--- src/rtl/sha256_msg_feeder.sv ---
// sha256_msg_feeder
//   Packs a stream of big-endian 32-bit message words into 512-bit SHA-256
//   blocks, appends the 0x80 marker, zero padding and 64-bit bit length,
//   and sequences an external compression core block by block. The chaining
//   value is carried between blocks, and the final one is presented as the digest.
//
// Ports
//   clk, rst          clock, synchronous active-high reset
//   in_valid/in_ready word handshake; in_ready is high only while loading
//   in_data           message word, first byte in [31:23+1]
//   in_last/in_bytes  last-word marker and its left-aligned valid byte count
//   core_start        one-cycle pulse: core loads core_H / core_M
//   core_H, core_M    chaining value and message block (word 0 in MSBs)
//   core_H_out        updated chaining value, valid with core_done
//   core_done         one-cycle completion pulse from the core
//   digest            final hash, held until the next digest_valid
//   digest_valid      one-cycle pulse, digest valid in the same cycle
//   busy              low only when idle with no message in progress
module sha256_msg_feeder #(
  parameter int unsigned LEN_W = 64
) (
  input  logic           clk,
  input  logic           rst,
  input  logic           in_valid,
  output logic           in_ready,
  input  logic [31:0]    in_data,
  input  logic           in_last,
  input  logic [2:0]     in_bytes,
  output logic           core_start,
  output logic [255:0]   core_H,
  output logic [511:0]   core_M,
  input  logic [255:0]   core_H_out,
  input  logic           core_done,
  output logic [255:0]   digest,
  output logic           digest_valid,
  output logic           busy
);

  localparam logic [255:0] H0 =
    256'h6a09e667_bb67ae85_3c6ef372_a54ff53a_510e527f_9b05688c_1f83d9ab_5be0cd19;

  typedef enum logic [2:0] {
    S_LOAD,
    S_PAD,
    S_ISSUE,
    S_WAIT,
    S_DONE
  } state_t;

  state_t              r_state;
  state_t              w_next;
  logic [4:0]          r_widx;      // 0..16; 16 means block full, marker still owed
  logic [LEN_W-1:0]    r_bytecnt;
  logic [LEN_W-1:0]    w_bitlen;
  logic                r_pend80;
  logic                r_final;
  logic                r_padpend;   // another padding-only block follows
  logic                r_inmsg;
  logic [255:0]        r_chain;
  logic [255:0]        r_digest;
  logic [0:15][31:0]   r_buf;       // word 0 lands in the MSBs of core_M
  logic [2:0]          w_nb;
  logic [31:0]         w_lastword;

  assign w_nb     = (in_bytes > 3'd4) ? 3'd4 : in_bytes;
  assign w_bitlen = r_bytecnt << 3;

  always_comb begin
    w_lastword = 32'h8000_0000;
    case (w_nb)
      3'd1:    w_lastword = {in_data[31:24], 8'h80, 16'h0000};
      3'd2:    w_lastword = {in_data[31:16], 8'h80, 8'h00};
      3'd3:    w_lastword = {in_data[31:8], 8'h80};
      3'd4:    w_lastword = in_data;
      default: w_lastword = 32'h8000_0000;
    endcase
  end

  assign core_M = r_buf;
  assign core_H = r_chain;
  assign digest = r_digest;

  always_ff @(posedge clk) begin
    if (rst) r_state <= S_LOAD;
    else     r_state <= w_next;
  end

  always_comb begin
    w_next       = r_state;
    in_ready     = 1'b0;
    core_start   = 1'b0;
    digest_valid = 1'b0;
    case (r_state)
      S_LOAD: begin
        in_ready = 1'b1;
        if (in_valid) begin
          if (in_last)                w_next = S_PAD;
          else if (r_widx == 5'd15)   w_next = S_ISSUE;
        end
      end
      S_PAD: begin
        if (r_widx == 5'd16 || r_widx == 5'd15 || (r_widx == 5'd14 && !r_pend80))
          w_next = S_ISSUE;
      end
      S_ISSUE: begin
        core_start = 1'b1;
        w_next     = S_WAIT;
      end
      S_WAIT: begin
        if (core_done) begin
          if (r_final)        w_next = S_DONE;
          else if (r_padpend) w_next = S_PAD;
          else                w_next = S_LOAD;
        end
      end
      S_DONE: begin
        digest_valid = 1'b1;
        w_next       = S_LOAD;
      end
      default: w_next = S_LOAD;
    endcase
    busy = !(r_state == S_LOAD && r_widx == 5'd0 && !r_inmsg);
  end

  always_ff @(posedge clk) begin
    if (rst) begin
      r_widx    <= '0;
      r_bytecnt <= '0;
      r_pend80  <= 1'b0;
      r_final   <= 1'b0;
      r_padpend <= 1'b0;
      r_inmsg   <= 1'b0;
      r_chain   <= H0;
      r_digest  <= '0;
      r_buf     <= '0;
    end else begin
      case (r_state)
        S_LOAD: begin
          if (in_valid) begin
            r_inmsg <= 1'b1;
            if (in_last) begin
              r_buf[r_widx[3:0]] <= w_lastword;
              r_bytecnt          <= r_bytecnt + LEN_W'(w_nb);
              r_pend80           <= (w_nb == 3'd4);
              r_widx             <= r_widx + 5'd1;
            end else begin
              r_buf[r_widx[3:0]] <= in_data;
              r_bytecnt          <= r_bytecnt + LEN_W'(3'd4);
              if (r_widx == 5'd15) begin
                r_widx    <= '0;
                r_padpend <= 1'b0;
              end else begin
                r_widx <= r_widx + 5'd1;
              end
            end
          end
        end
        S_PAD: begin
          if (r_widx == 5'd16) begin
            r_widx    <= '0;
            r_padpend <= 1'b1;
          end else if (r_widx == 5'd14 && !r_pend80) begin
            r_buf[14] <= w_bitlen[63:32];
            r_buf[15] <= w_bitlen[31:0];
            r_final   <= 1'b1;
            r_widx    <= '0;
          end else begin
            r_buf[r_widx[3:0]] <= r_pend80 ? 32'h8000_0000 : 32'h0000_0000;
            r_pend80           <= 1'b0;
            if (r_widx == 5'd15) begin
              r_widx    <= '0;
              r_padpend <= 1'b1;
            end else begin
              r_widx <= r_widx + 5'd1;
            end
          end
        end
        S_WAIT: begin
          if (core_done) begin
            r_chain   <= core_H_out;
            r_padpend <= 1'b0;
            // Digest is loaded together with the last chain update so it is
            // already valid during the DONE cycle that pulses digest_valid.
            if (r_final) r_digest <= core_H_out;
          end
        end
        S_DONE: begin
          r_chain   <= H0;
          r_bytecnt <= '0;
          r_pend80  <= 1'b0;
          r_final   <= 1'b0;
          r_padpend <= 1'b0;
          r_inmsg   <= 1'b0;
          r_widx    <= '0;
        end
        default: ;
      endcase
    end
  end

endmodule

--- config.mk ---
export PLATFORM = sky130hd
export DESIGN_NAME = sha256_msg_feeder
export DESIGN_NICKNAME = d
export VERILOG_FILES = /design/src/rtl/sha256_msg_feeder.sv
export SDC_FILE = /design/constraint.sdc
export NUM_CORES = 2
export LEC_CHECK = 0
export CAP_MARGIN = 20
export CORE_AREA = 2 2 515 517
export CTS_BUF_LIST = sky130_fd_sc_hd__clkbuf_4 sky130_fd_sc_hd__clkbuf_8 sky130_fd_sc_hd__clkbuf_16
export CTS_CLUSTER_DIAMETER = 150
export DETAILED_ROUTE_END_ITERATION = 16
export DIE_AREA = 0 0 517 519
export DONT_BUFFER_PORTS = 1
export PLACE_DENSITY = 0.32
export SETUP_SLACK_MARGIN = 0.1
export SLEW_MARGIN = 25
export SYNTH_ARGS = -nofsm -noshare
export SYNTH_HDL_FRONTEND = slang
export SYNTH_SLANG_ARGS = --single-unit
--- constraint.sdc ---
create_clock -name clk -period 2.3 [get_ports clk]
set_input_delay 0.23 -clock clk [delete_from_list [all_inputs] [get_ports clk]]
set_output_delay 0.23 -clock clk [all_outputs]
set_load 0.02 [all_outputs]
==> flow_summary.ini <==
[finish]
final_common_cell = nand2_1
postLayoutCellArea_um2 = 58000
multi_input_area_um2 = 18100
regArea_um2 = 22000
nets = 5888
syn2layout_area_growth_pct = 44.8
fill_cells = 29300
drive_gt1_share_pct = 17.4
final_cell_mix = 1392 x nand2_1, 1084 x dfxtp_1, 805 x a21oi_1

[worst_setup_path]
max_stage_delay_ns = 0.51
path_buf_inv = 2
cpMaxStageDelayCell = or4_4
startpoint_type = flop
cp.arrival_ns = 2.30
end_kind = primary output
critPathRequiredTime_ns = 2.07
crit_type = flop to primary output
cpLargestDelayFamily = simple AND/OR/NAND/NOR gates
rrSetupSlack_ns = -0.06
path_cells = or3_4 -> buf_6 -> or4_4 -> buf_8
cp_max_fo = 2

[outcome]
violations = negative setup slack
status = finished, violations left

[power_and_ir_drop]
ir_drop_mv = 0.501
p_leak_nw = 20.9
power.density_nw_per_um2 = 842

[timing]
hold_slack_ns = 0.0183
finClkSkew_ns = 0.0739
hold_viol_final = 0
rsz0062_at_grt = yes
max_clock_freq_mhz = 395
min_period_over_period_pct = 110
maxSlewViolCount = 0
fin_crit_ns = 2.53
setup_viol = 20
relSlewSlack_pct = 23.1
setup_tns_ns = -0.664
worst_pin_slew_ns = 1.15
layout_setup_ws_ns = -0.234

[grt]
grt.total_usage_pct = 16.6
grt_pass1_vias = 36000
antenna_found_initial = 39
grt_pass1_wl_um = 314000
grt.overflow.total = 0
grt_max_degree = 785

[clock_tree]
cts.htree.levels = 4
clk_transition_reported_paths_ns = 0.06
cts_buffers = 145
clockBufferDepth = 4
cts_sinks = 1097
cts_root_buf = clkbuf_16
clk_latency_ns = 0.80
tritoncts = yes

[placed_design]
io_buffers = 0
gp_congestion = 0.875
post_dp_cell_area_um2 = 46100
hpwl_um = 173000

[synth]
yosys_warnings = 0
seq_area_frac_synth_pct = 54.8
synth_ff_type = dfxtp_1
synth-edff-count = 0
ys_seq_elements = 1097
synthArstFlopShare_pct = 0
synth_area_um2 = 40100
synthesis.nets = 5414
avgSynthCellArea_um2 = 7.84
synthCells = 5109
synth_cell_type_count = 68

[floorplan]
core-area_um2 = 263000
start_util_pct = 15.2
fp.dieArea_um2 = 268000
row_count = 189
die_x_um = 517
fp.dieH_um = 519
io_pins = 1324

[detailed_routing]
wl_met2_um = 120000
drc_errors = 0
vias = 38500
ant_nets = 0
drt_iter0_markers = 2885
vias_per_cell = 4.17
met3WireLength_um = 22900
dr.pass1.iters = 9
drt-wirelength-per-cell_um = 26.2
routed.top_layer = met5
drt-met1-wl_um = 87900
routed_wl_um = 242000

[flow_run]
maxCapViolations = 0

[worst_hold_path]
hold_path_class = input port to flop
==> through the flow <==
step,cells,utilization (%),setup WS (ns),power (W)
after floorplan,5109,-,0.0866,0.0217
after global placement,8531,17.5,-0.345,0.0236
after detailed placement,8531,17.5,-0.337,0.0236
after CTS,9126,21.1,-0.402,0.0485
after global routing,9230,22.0,-0.335,0.0505
final,9239,22.0,-0.234,0.0489
==> layer usage <==
layer  track usage, %  up-vias
met2             29.4     1530
li1                 -    17900
met4             6.25       10
met3             6.28      368
met1             17.8    18700
met5                0        -
==> timing repair <==
| item | 4_1_cts | 5_1_grt |
|---|---|---|
| setup buffers | 59 | 37 |
| pin swaps | 101 | 98 |
| gates resized for setup | 213 | 295 |
| gates cloned | 19 | 17 |
| hold endpoints to repair | 1046 | 257 |
| hold buffers | 274 | 32 |
| setup endpoints to repair | 278 | 525 |
==> path summary, 6_finish.rpt <==
kind              depth (start not counted)                  startpoint                    endpoint
setup / recovery                          4     r_state[2]$_SDFFE_PP0P_                        busy
hold / removal                            5                 in_bytes[1]   r_bytecnt[1]$_SDFFE_PP0P_
setup reg to reg                         11     r_state[2]$_SDFFE_PP0P_     core_M[43]$_SDFFE_PP0P_
hold reg to reg                           2  r_bytecnt[39]$_SDFFE_PP0P_  r_bytecnt[39]$_SDFFE_PP0P_
==> synth_stat cells (3+ instances only) <==
master    instances  area (um^2)
nand2_1        1454         5460
dfxtp_1        1097        22000
a21oi_1         867         4340
nor2_1          612         2300
clkbuf_1        332         1250
nand3_1         191          956
nor3_1           58          290
buf_2            51          255
a211oi_1         44          330
and3_1           34          213
or4_1            33          248
o31ai_1          29          218
nand4_1          27          169
inv_1            26         97.6
a221oi_1         21          184
mux2i_1          19          190
buf_1            16         60.1
o21ai_0          14         70.1
xnor2_1          14          123
o211ai_1         13         97.6
a22oi_1          12         90.1
nor4_1           12         75.1
and2_1            9         56.3
or3_1             9         56.3
a21o_1            8         60.1
ha_1              8          100
nand2b_1          8         50.1
nor2b_1           8         50.1
a31oi_1           7         43.8
xor2_1            6         52.6
buf_4             5         37.5
clkbuf_2          5         25.0
buf_6             4         45.0
nor3b_1           4         30.0
o21a_1            4         30.0
and4_1            3         26.3
nand3_2           3         30.0
nor4bb_1          3         30.0
o21ai_1           3         15.0
==> cells by family (layout without fill, tap and decap cells) <==
kind of cell    Yosys count  count (layout)  share of synthesized area, %
compound gates         1034            1034                          14.0
xor+xnor                 20              20                         0.437
fa+ha+maj                 9               9                         0.300
buf+inv                 440            1010                          4.42
flops                  1097            1097                          54.8
mux                      19              19                         0.475
other cells               0              26                             0
simple gates           2490            2491                          25.6
==> sequential cells by signal, indices dropped and copies added (netlist names) <==
name / count
r_state: 3
r_padpend: 1
core_H: 256
digest: 256
r_bytecnt: 61
core_M: 512
r_pend80: 1
r_final: 1
r_inmsg: 1
r_widx: 5
==> report_power, final <==
group	internal (W)	switching [W]
Combinational	0.00220	0.00351
Sequential	0.0193	0.000551
Clock	0.0141	0.00920
==> area by class of cell <==
class	count	area share, %
Sequential cell	1097	37.9
Multi-Input combinational cell	3573	31.2
Inverter	27	0.194
Antenna cell	26	0.112
Timing Repair Buffer	739	14.7
Tap cell	3533	7.62
Clock inverter	41	0.925
Clock buffer	203	7.35
==> worst reg2reg max path: stages (launching register included) <==
cell,delay [ns]
dfxtp_2,0.32
buf_4,0.15
or3b_4,0.44
buf_12,0.15
buf_4,0.15
nor3_4,0.22
buf_6,0.19
buf_12,0.16
buf_4,0.13
buf_4,0.11
a211oi_4,0.07
nor3_1,0.13
(Power assumes the default switching activity.)
